==> config.mk <==
export PLATFORM = sky130hd
export DESIGN_NAME = song_sequencer
export DESIGN_NICKNAME = d
export VERILOG_FILES = /design/src/rtl/song_sequencer_pkg.sv /design/src/rtl/song_sequencer_beat.sv /design/src/rtl/song_sequencer.sv
export SDC_FILE = /design/constraint.sdc
export NUM_CORES = 1
export LEC_CHECK = 0
export CAP_MARGIN = 30
export CORE_MARGIN = 5
export CORE_UTILIZATION = 45
export CTS_CLUSTER_SIZE = 16
export DETAILED_ROUTE_END_ITERATION = 8
export GPL_TIMING_DRIVEN = 0
export PLACE_DENSITY = 0.73
export REMOVE_ABC_BUFFERS = 1
export SYNTH_ARGS = -nofsm -noshare
export SYNTH_HDL_FRONTEND = slang
export SYNTH_HIERARCHICAL = 1
export SYNTH_SLANG_ARGS = --single-unit
==> constraint.sdc <==
create_clock -name clk_50M -period 2.8 [get_ports clk_50M]
set_input_delay 0.84 -clock clk_50M [delete_from_list [all_inputs] [get_ports clk_50M]]
set_output_delay 0.84 -clock clk_50M [all_outputs]
set_load 0.01 [all_outputs]
==> src/rtl/song_sequencer_pkg.sv <==
// Shared types and ROM word layout for the song sequencer.
// Note presets are tone-divider reload values for the square-wave generator.
package song_sequencer_pkg;

  typedef enum logic [2:0] {
    S_IDLE,
    S_FETCH,
    S_LOAD,
    S_NOTE,
    S_GAP,
    S_PAUSED
  } state_t;

  localparam int END_BIT    = 19;
  localparam int BEATS_MSB  = 18;
  localparam int BEATS_LSB  = 15;
  localparam int PRESET_MSB = 14;
  localparam int PRESET_LSB = 0;

  localparam logic [14:0] REST      = 15'h0000;
  localparam logic [14:0] ALTO_DO   = 15'h625F;
  localparam logic [14:0] ALTO_RE   = 15'h6715;
  localparam logic [14:0] ALTO_MI   = 15'h6B1D;
  localparam logic [14:0] ALTO_FA   = 15'h6D10;
  localparam logic [14:0] ALTO_SO   = 15'h709B;
  localparam logic [14:0] TREBLE_DO = 15'h7130;
  localparam logic [14:0] TREBLE_RE = 15'h738A;

  function automatic logic [19:0] mk_note(
    input logic        last,
    input logic [3:0]  beats,
    input logic [14:0] preset
  );
    return {last, beats, preset};
  endfunction

endpackage

==> src/rtl/song_sequencer_beat.sv <==
// Free-running divide-by-DIV counter with clear and enable.
// tick is high in the enabled cycle where the count sits at DIV-1.
module beat_timer #(
  parameter int DIV = 10
) (
  input  logic clk_50M,
  input  logic rst,
  input  logic clr,
  input  logic en,
  output logic tick
);

  localparam int W = (DIV > 1) ? $clog2(DIV) : 1;

  logic [W-1:0] cnt;

  assign tick = en && (cnt == W'(DIV - 1));

  always_ff @(posedge clk_50M or posedge rst) begin
    if (rst) begin
      cnt <= '0;
    end else if (clr) begin
      cnt <= '0;
    end else if (en) begin
      cnt <= tick ? '0 : cnt + W'(1);
    end
  end

endmodule

==> src/rtl/song_sequencer.sv <==
// Note-ROM playback controller feeding the square-wave tone divider.
// Handles play/pause, stop and next-song buttons with beat-timed notes.
module song_sequencer
  import song_sequencer_pkg::*;
#(
  parameter int CLK_HZ  = 50_000_000,
  parameter int BEAT_HZ = 5,
  parameter int GAP_CYC = 500_000,
  parameter int SONGS   = 4,
  parameter int ADDR_W  = 8,
  localparam int SONG_W = $clog2(SONGS)
) (
  input  logic                     clk_50M,
  input  logic                     rst,
  input  logic                     btn_play,
  input  logic                     btn_stop,
  input  logic                     btn_next,
  output logic [SONG_W+ADDR_W-1:0] rom_addr,
  input  logic [19:0]              rom_data,
  output logic [14:0]              tone_origin,
  output logic                     tone_en,
  output logic [SONG_W-1:0]        song_idx,
  output logic                     playing,
  output logic                     beat_tick
);

  localparam int BEAT_DIV = CLK_HZ / BEAT_HZ;

  state_t              state;
  state_t              saved;
  logic [ADDR_W-1:0]   note_idx;
  logic [3:0]          beats_left;
  logic                b_tick;
  logic                g_tick;
  logic                b_clr;
  logic                b_en;
  logic                g_clr;
  logic                g_en;
  logic                last_beat;
  logic [SONG_W-1:0]   song_nx;
  logic [ADDR_W-1:0]   note_nx;
  logic [3:0]          beats_in;
  logic [14:0]         preset_in;

  assign song_nx   = song_idx + SONG_W'(1);
  assign note_nx   = note_idx + ADDR_W'(1);
  assign beats_in  = rom_data[BEATS_MSB:BEATS_LSB];
  assign preset_in = rom_data[PRESET_MSB:PRESET_LSB];
  assign last_beat = b_tick && (beats_left == 4'd1);

  // Gap timer is held clear throughout NOTE so GAP always starts at zero.
  assign b_clr = (state == S_LOAD);
  assign b_en  = (state == S_NOTE);
  assign g_clr = (state == S_NOTE);
  assign g_en  = (state == S_GAP);

  beat_timer #(.DIV(BEAT_DIV)) u_beat (
    .clk_50M (clk_50M),
    .rst     (rst),
    .clr     (b_clr),
    .en      (b_en),
    .tick    (b_tick)
  );

  beat_timer #(.DIV(GAP_CYC)) u_gap (
    .clk_50M (clk_50M),
    .rst     (rst),
    .clr     (g_clr),
    .en      (g_en),
    .tick    (g_tick)
  );

  always_ff @(posedge clk_50M or posedge rst) begin
    if (rst) begin
      state       <= S_IDLE;
      saved       <= S_IDLE;
      note_idx    <= '0;
      beats_left  <= 4'd0;
      rom_addr    <= '0;
      tone_origin <= '0;
      tone_en     <= 1'b0;
      song_idx    <= '0;
      playing     <= 1'b0;
      beat_tick   <= 1'b0;
    end else begin
      beat_tick <= b_tick;
      if (btn_stop) begin
        state    <= S_IDLE;
        note_idx <= '0;
        tone_en  <= 1'b0;
        playing  <= 1'b0;
      end else if (btn_next) begin
        song_idx <= song_nx;
        if (state != S_IDLE) begin
          state    <= S_FETCH;
          note_idx <= '0;
          rom_addr <= {song_nx, {ADDR_W{1'b0}}};
          tone_en  <= 1'b0;
          playing  <= 1'b1;
        end
      end else begin
        unique case (state)
          S_IDLE: begin
            if (btn_play) begin
              state    <= S_FETCH;
              note_idx <= '0;
              rom_addr <= {song_idx, {ADDR_W{1'b0}}};
              playing  <= 1'b1;
            end
          end
          S_FETCH: state <= S_LOAD;
          S_LOAD: begin
            if (rom_data[END_BIT]) begin
              state    <= S_IDLE;
              note_idx <= '0;
              playing  <= 1'b0;
            end else begin
              tone_origin <= preset_in;
              beats_left  <= (beats_in == 4'd0) ? 4'd1 : beats_in;
              tone_en     <= (preset_in != REST);
              state       <= S_NOTE;
            end
          end
          S_NOTE: begin
            if (b_tick && !last_beat) beats_left <= beats_left - 4'd1;
            // The pause cycle itself is counted, so resume continues seamlessly.
            if (btn_play) begin
              state   <= S_PAUSED;
              saved   <= last_beat ? S_GAP : S_NOTE;
              tone_en <= 1'b0;
              playing <= 1'b0;
            end else if (last_beat) begin
              state   <= S_GAP;
              tone_en <= 1'b0;
            end
          end
          S_GAP: begin
            if (g_tick) begin
              if (&note_idx) begin
                state    <= S_IDLE;
                note_idx <= '0;
                playing  <= 1'b0;
              end else begin
                state    <= S_FETCH;
                note_idx <= note_nx;
                rom_addr <= {song_idx, note_nx};
              end
            end else if (btn_play) begin
              state   <= S_PAUSED;
              saved   <= S_GAP;
              playing <= 1'b0;
            end
          end
          S_PAUSED: begin
            if (btn_play) begin
              state   <= saved;
              playing <= 1'b1;
              tone_en <= (saved == S_NOTE) && (tone_origin != REST);
            end
          end
          default: state <= S_IDLE;
        endcase
      end
    end
  end

endmodule

==> key figures <==
Outcome
  • Status: complete, no violations

Timing
  • Final setup TNS: 0 ns
  • Fin crit period: 2.73 ns
  • Tcrit/Tclk final: 97.5%
  • Clk_skew: 0.00832 ns
  • Pins Over Slew Limit: 0
  • Peak Freq: 0.366 GHz
  • Worst relative slew slack: 40.1%
  • Final worst slack: 0.0687 ns
  • Actual slew at the worst max-slew pin: 0.898 ns
  • Final hold violation count: 0
  • Final setup vio count: 0

Clock network
  • Clk root buf: clkbuf_16
  • Num CTS Buffers: 9
  • Clock transition at the registers of the reported paths: 0.06 ns
  • Clock latency on the worst-skew pair: 0.34 ns
  • CTS Buffer Depth: 2
  • CTS tree: yes
  • Htree depth: 3
  • # clock sinks: 90

Placement
  • Pre-CTS setup slack: -1.01 ns
  • PortBufs: 54
  • Cells after DPL: 696
  • DPL Wire Length: 8.10 mm
  • Routability Congestion: 0.861

Setup path
  • Critical Path RT: 3.06 ns
  • Crit path DAT: 2.99 ns
  • CP Launch Type: primary input
  • Critical path class: primary input to flop
  • Crit-path max FO: 16
  • Crit end category: flop

Floorplan
  • DIE WIDTH: 116 um
  • Ports: 55
  • Die area: 13,500 um^2
  • Chip height: 116 um
  • FP Rows: 38
  • Placeable core region: 10,900 um^2
  • Initial Util: 46.4%

Global route
  • Global-route wire length before repair: 20.1 mm
  • Number of global-route vias before repair: 4,327
  • All-Layer GR Usage: 18.3%
  • Gr ovfl total: 0
  • Antenna violations before repair: 0
  • Largest net degree at the start of global routing: 31

Final layout
  • P&R area growth vs syn: 22.8%
  • Fraction of layout cells with a size suffix above 1: 14.2%
  • Antenna diodes: 0
  • Post-Layout Cell Count: 725
  • Final nets: 610

Logic synthesis
  • Mapped Avg Cell Area: 9.75 um^2
  • Post-synth EDFFs: 0
  • Sequential area share after synthesis: 44.4%
  • Mapped cell area: 5070 um^2
  • Yosys reg bits: 90
  • Synth warnings: 6
  • Main synth FF type: dfrtp_1
  • Syn Inst Count: 520
  • Ys async rst share: 100%
  • Yosys cell types: 72

Detailed routing
  • DR vias: 4,221
  • DR DRC count: 0
  • Wirelength, routed: 11.6 mm
  • Initial DRC count: 219
  • Vias per Instance: 5.82
  • Average wire per standard cell: 16.1 um
  • Antenna Nets Post-Route: 0
  • Detailed Routing Iterations Pass 1: 4

Run
  • Max-Cap Viols: 0

Power and ir drop
  • Design Power: 3.84 mW
  • LEAKAGE: 2.57 nW
  • PD cells: 617 nW/um^2
  • Worst-case vdd ir drop: 0.000389 V

Worst hold path
  • Hold WC Path Type: flop to flop
[where the power goes]
group	internal (mW)	total, mW	switching, mW
combinational	0.405	0.737	0.332
clock	0.986	1.48	0.497
sequential	1.45	1.62	0.171
[routing by layer]
metal / track usage [%] / wire length (um)
met1: 23.2 / 5290
met2: 30.6 / 5700
met3: 3.32 / 402
met4: 8.51 / 252
met5: 0 / 0
[final cells by class]
| cell class | count | area, um^2 |
|---|---|---|
| tap | 140 | 175 |
| clock inverter | 5 | 125 |
| timing repair buffer | 69 | 669 |
| multi-input combinational | 386 | 2650 |
| fill | 948 | 4700 |
| sequential | 90 | 2260 |
| inverter | 24 | 105 |
| clock buffer | 11 | 243 |
[placed cells by master, fill, tap and decap left out, drive strengths merged, types with 5 or more instances in the layout]
master	count
o21ai	33
buf	14
nand3	26
ha	5
a21oi	28
nor4	16
o31ai	12
nor4b	5
or4	9
nor3	14
nor2	43
nand4	19
nand2b	11
clkdlybuf4s50	54
or3	9
nand2	38
xnor2	24
clkbuf	12
inv	23
a31oi	5
and3	8
xor2	8
dfrtp	90
mux2	19
[per-stage QoR]
step                hold WS, ns  instance area [um^2]  utilization, %
floorplan                 0.473                  4940               -
global placement          0.463                  5660            51.7
detailed placement        0.468                  5690            52.1
CTS                       0.487                  6140            56.1
global route              0.506                  6230            57.0
finish                    0.480                  6230            57.0
[registers in the layout, indices dropped and copies added (netlist names)]
register / count
rom_addr: 10
state: 3
song_idx: 2
beat_tick: 1
saved: 2
u_gap/cnt: 19
playing: 1
tone_en: 1
tone_origin: 15
note_idx: 8
u_beat/cnt: 24
beats_left: 4
[cells in the mapped netlist (3+ instances only)]
cell type,number,area (um^2)
o211ai_1,4,30.0
nand4_1,17,106
and3_1,5,31.3
nor2b_1,4,25.0
nor2_1,42,158
o21ai_1,4,20.0
buf_6,5,56.3
nor4b_1,5,43.8
and4_1,3,26.3
a31oi_1,5,31.3
nand2b_1,11,68.8
inv_2,3,11.3
a21oi_1,28,140
o31ai_1,11,82.6
buf_4,3,22.5
nor4_1,15,93.8
nor3b_1,4,30.0
nand3_1,25,125
a21o_1,3,22.5
or3_1,9,56.3
xnor2_1,24,210
nand2_1,36,135
o21ai_0,29,145
nor3_1,14,70.1
inv_1,21,78.8
clkbuf_1,9,33.8
xor2_1,8,70.1
mux2_2,8,90.1
mux2_4,10,150
or4_1,8,60.1
dfrtp_1,90,2250
ha_1,5,62.6
[cell families after synthesis]
family / share of synthesized area (%)
AOI/OAI and AO/OA: 14.4
xor gates and xnor gates: 5.53
adders and majority gates: 1.23
buffers and inverters: 4.37
DFF: 44.4
muxes: 4.96
and+or+nand+nor: 25.1
[timing repair]
item | 4_1_cts | 5_1_grt
pin swaps | 2 | 1
cloned | 0 | 0
endpoints found under the setup margin | 49 | 14
hold buffers | 0 | 0
buffers inserted | 3 | 10
resized for setup | 16 | 5
[worst max-delay path: stages]
cell and delay (ns):
clkdlybuf4s50_1 0.72, or2_1 0.49, o31ai_2 0.61, o21ai_0 0.22, o21ai_0 0.11
[path summary, 6_finish.rpt]
check | start | to | slack, ns | cells past startpoint
setup / recovery | btn_next | note_idx[2] | 0.07 | 5
setup reg to reg | state[0] | rom_addr[7] | 0.08 | 10
min in group asynchronous | rst | beat_tick | 0.87 | 2
max in group asynchronous | rst | u_beat/cnt[10] | 1.18 | 2
hold reg to reg | rom_addr[2] | rom_addr[2] | 0.48 | 2
hold / removal | rom_addr[2] | rom_addr[2] | 0.48 | 2
Note: power is estimated with default switching activity, not from simulation.
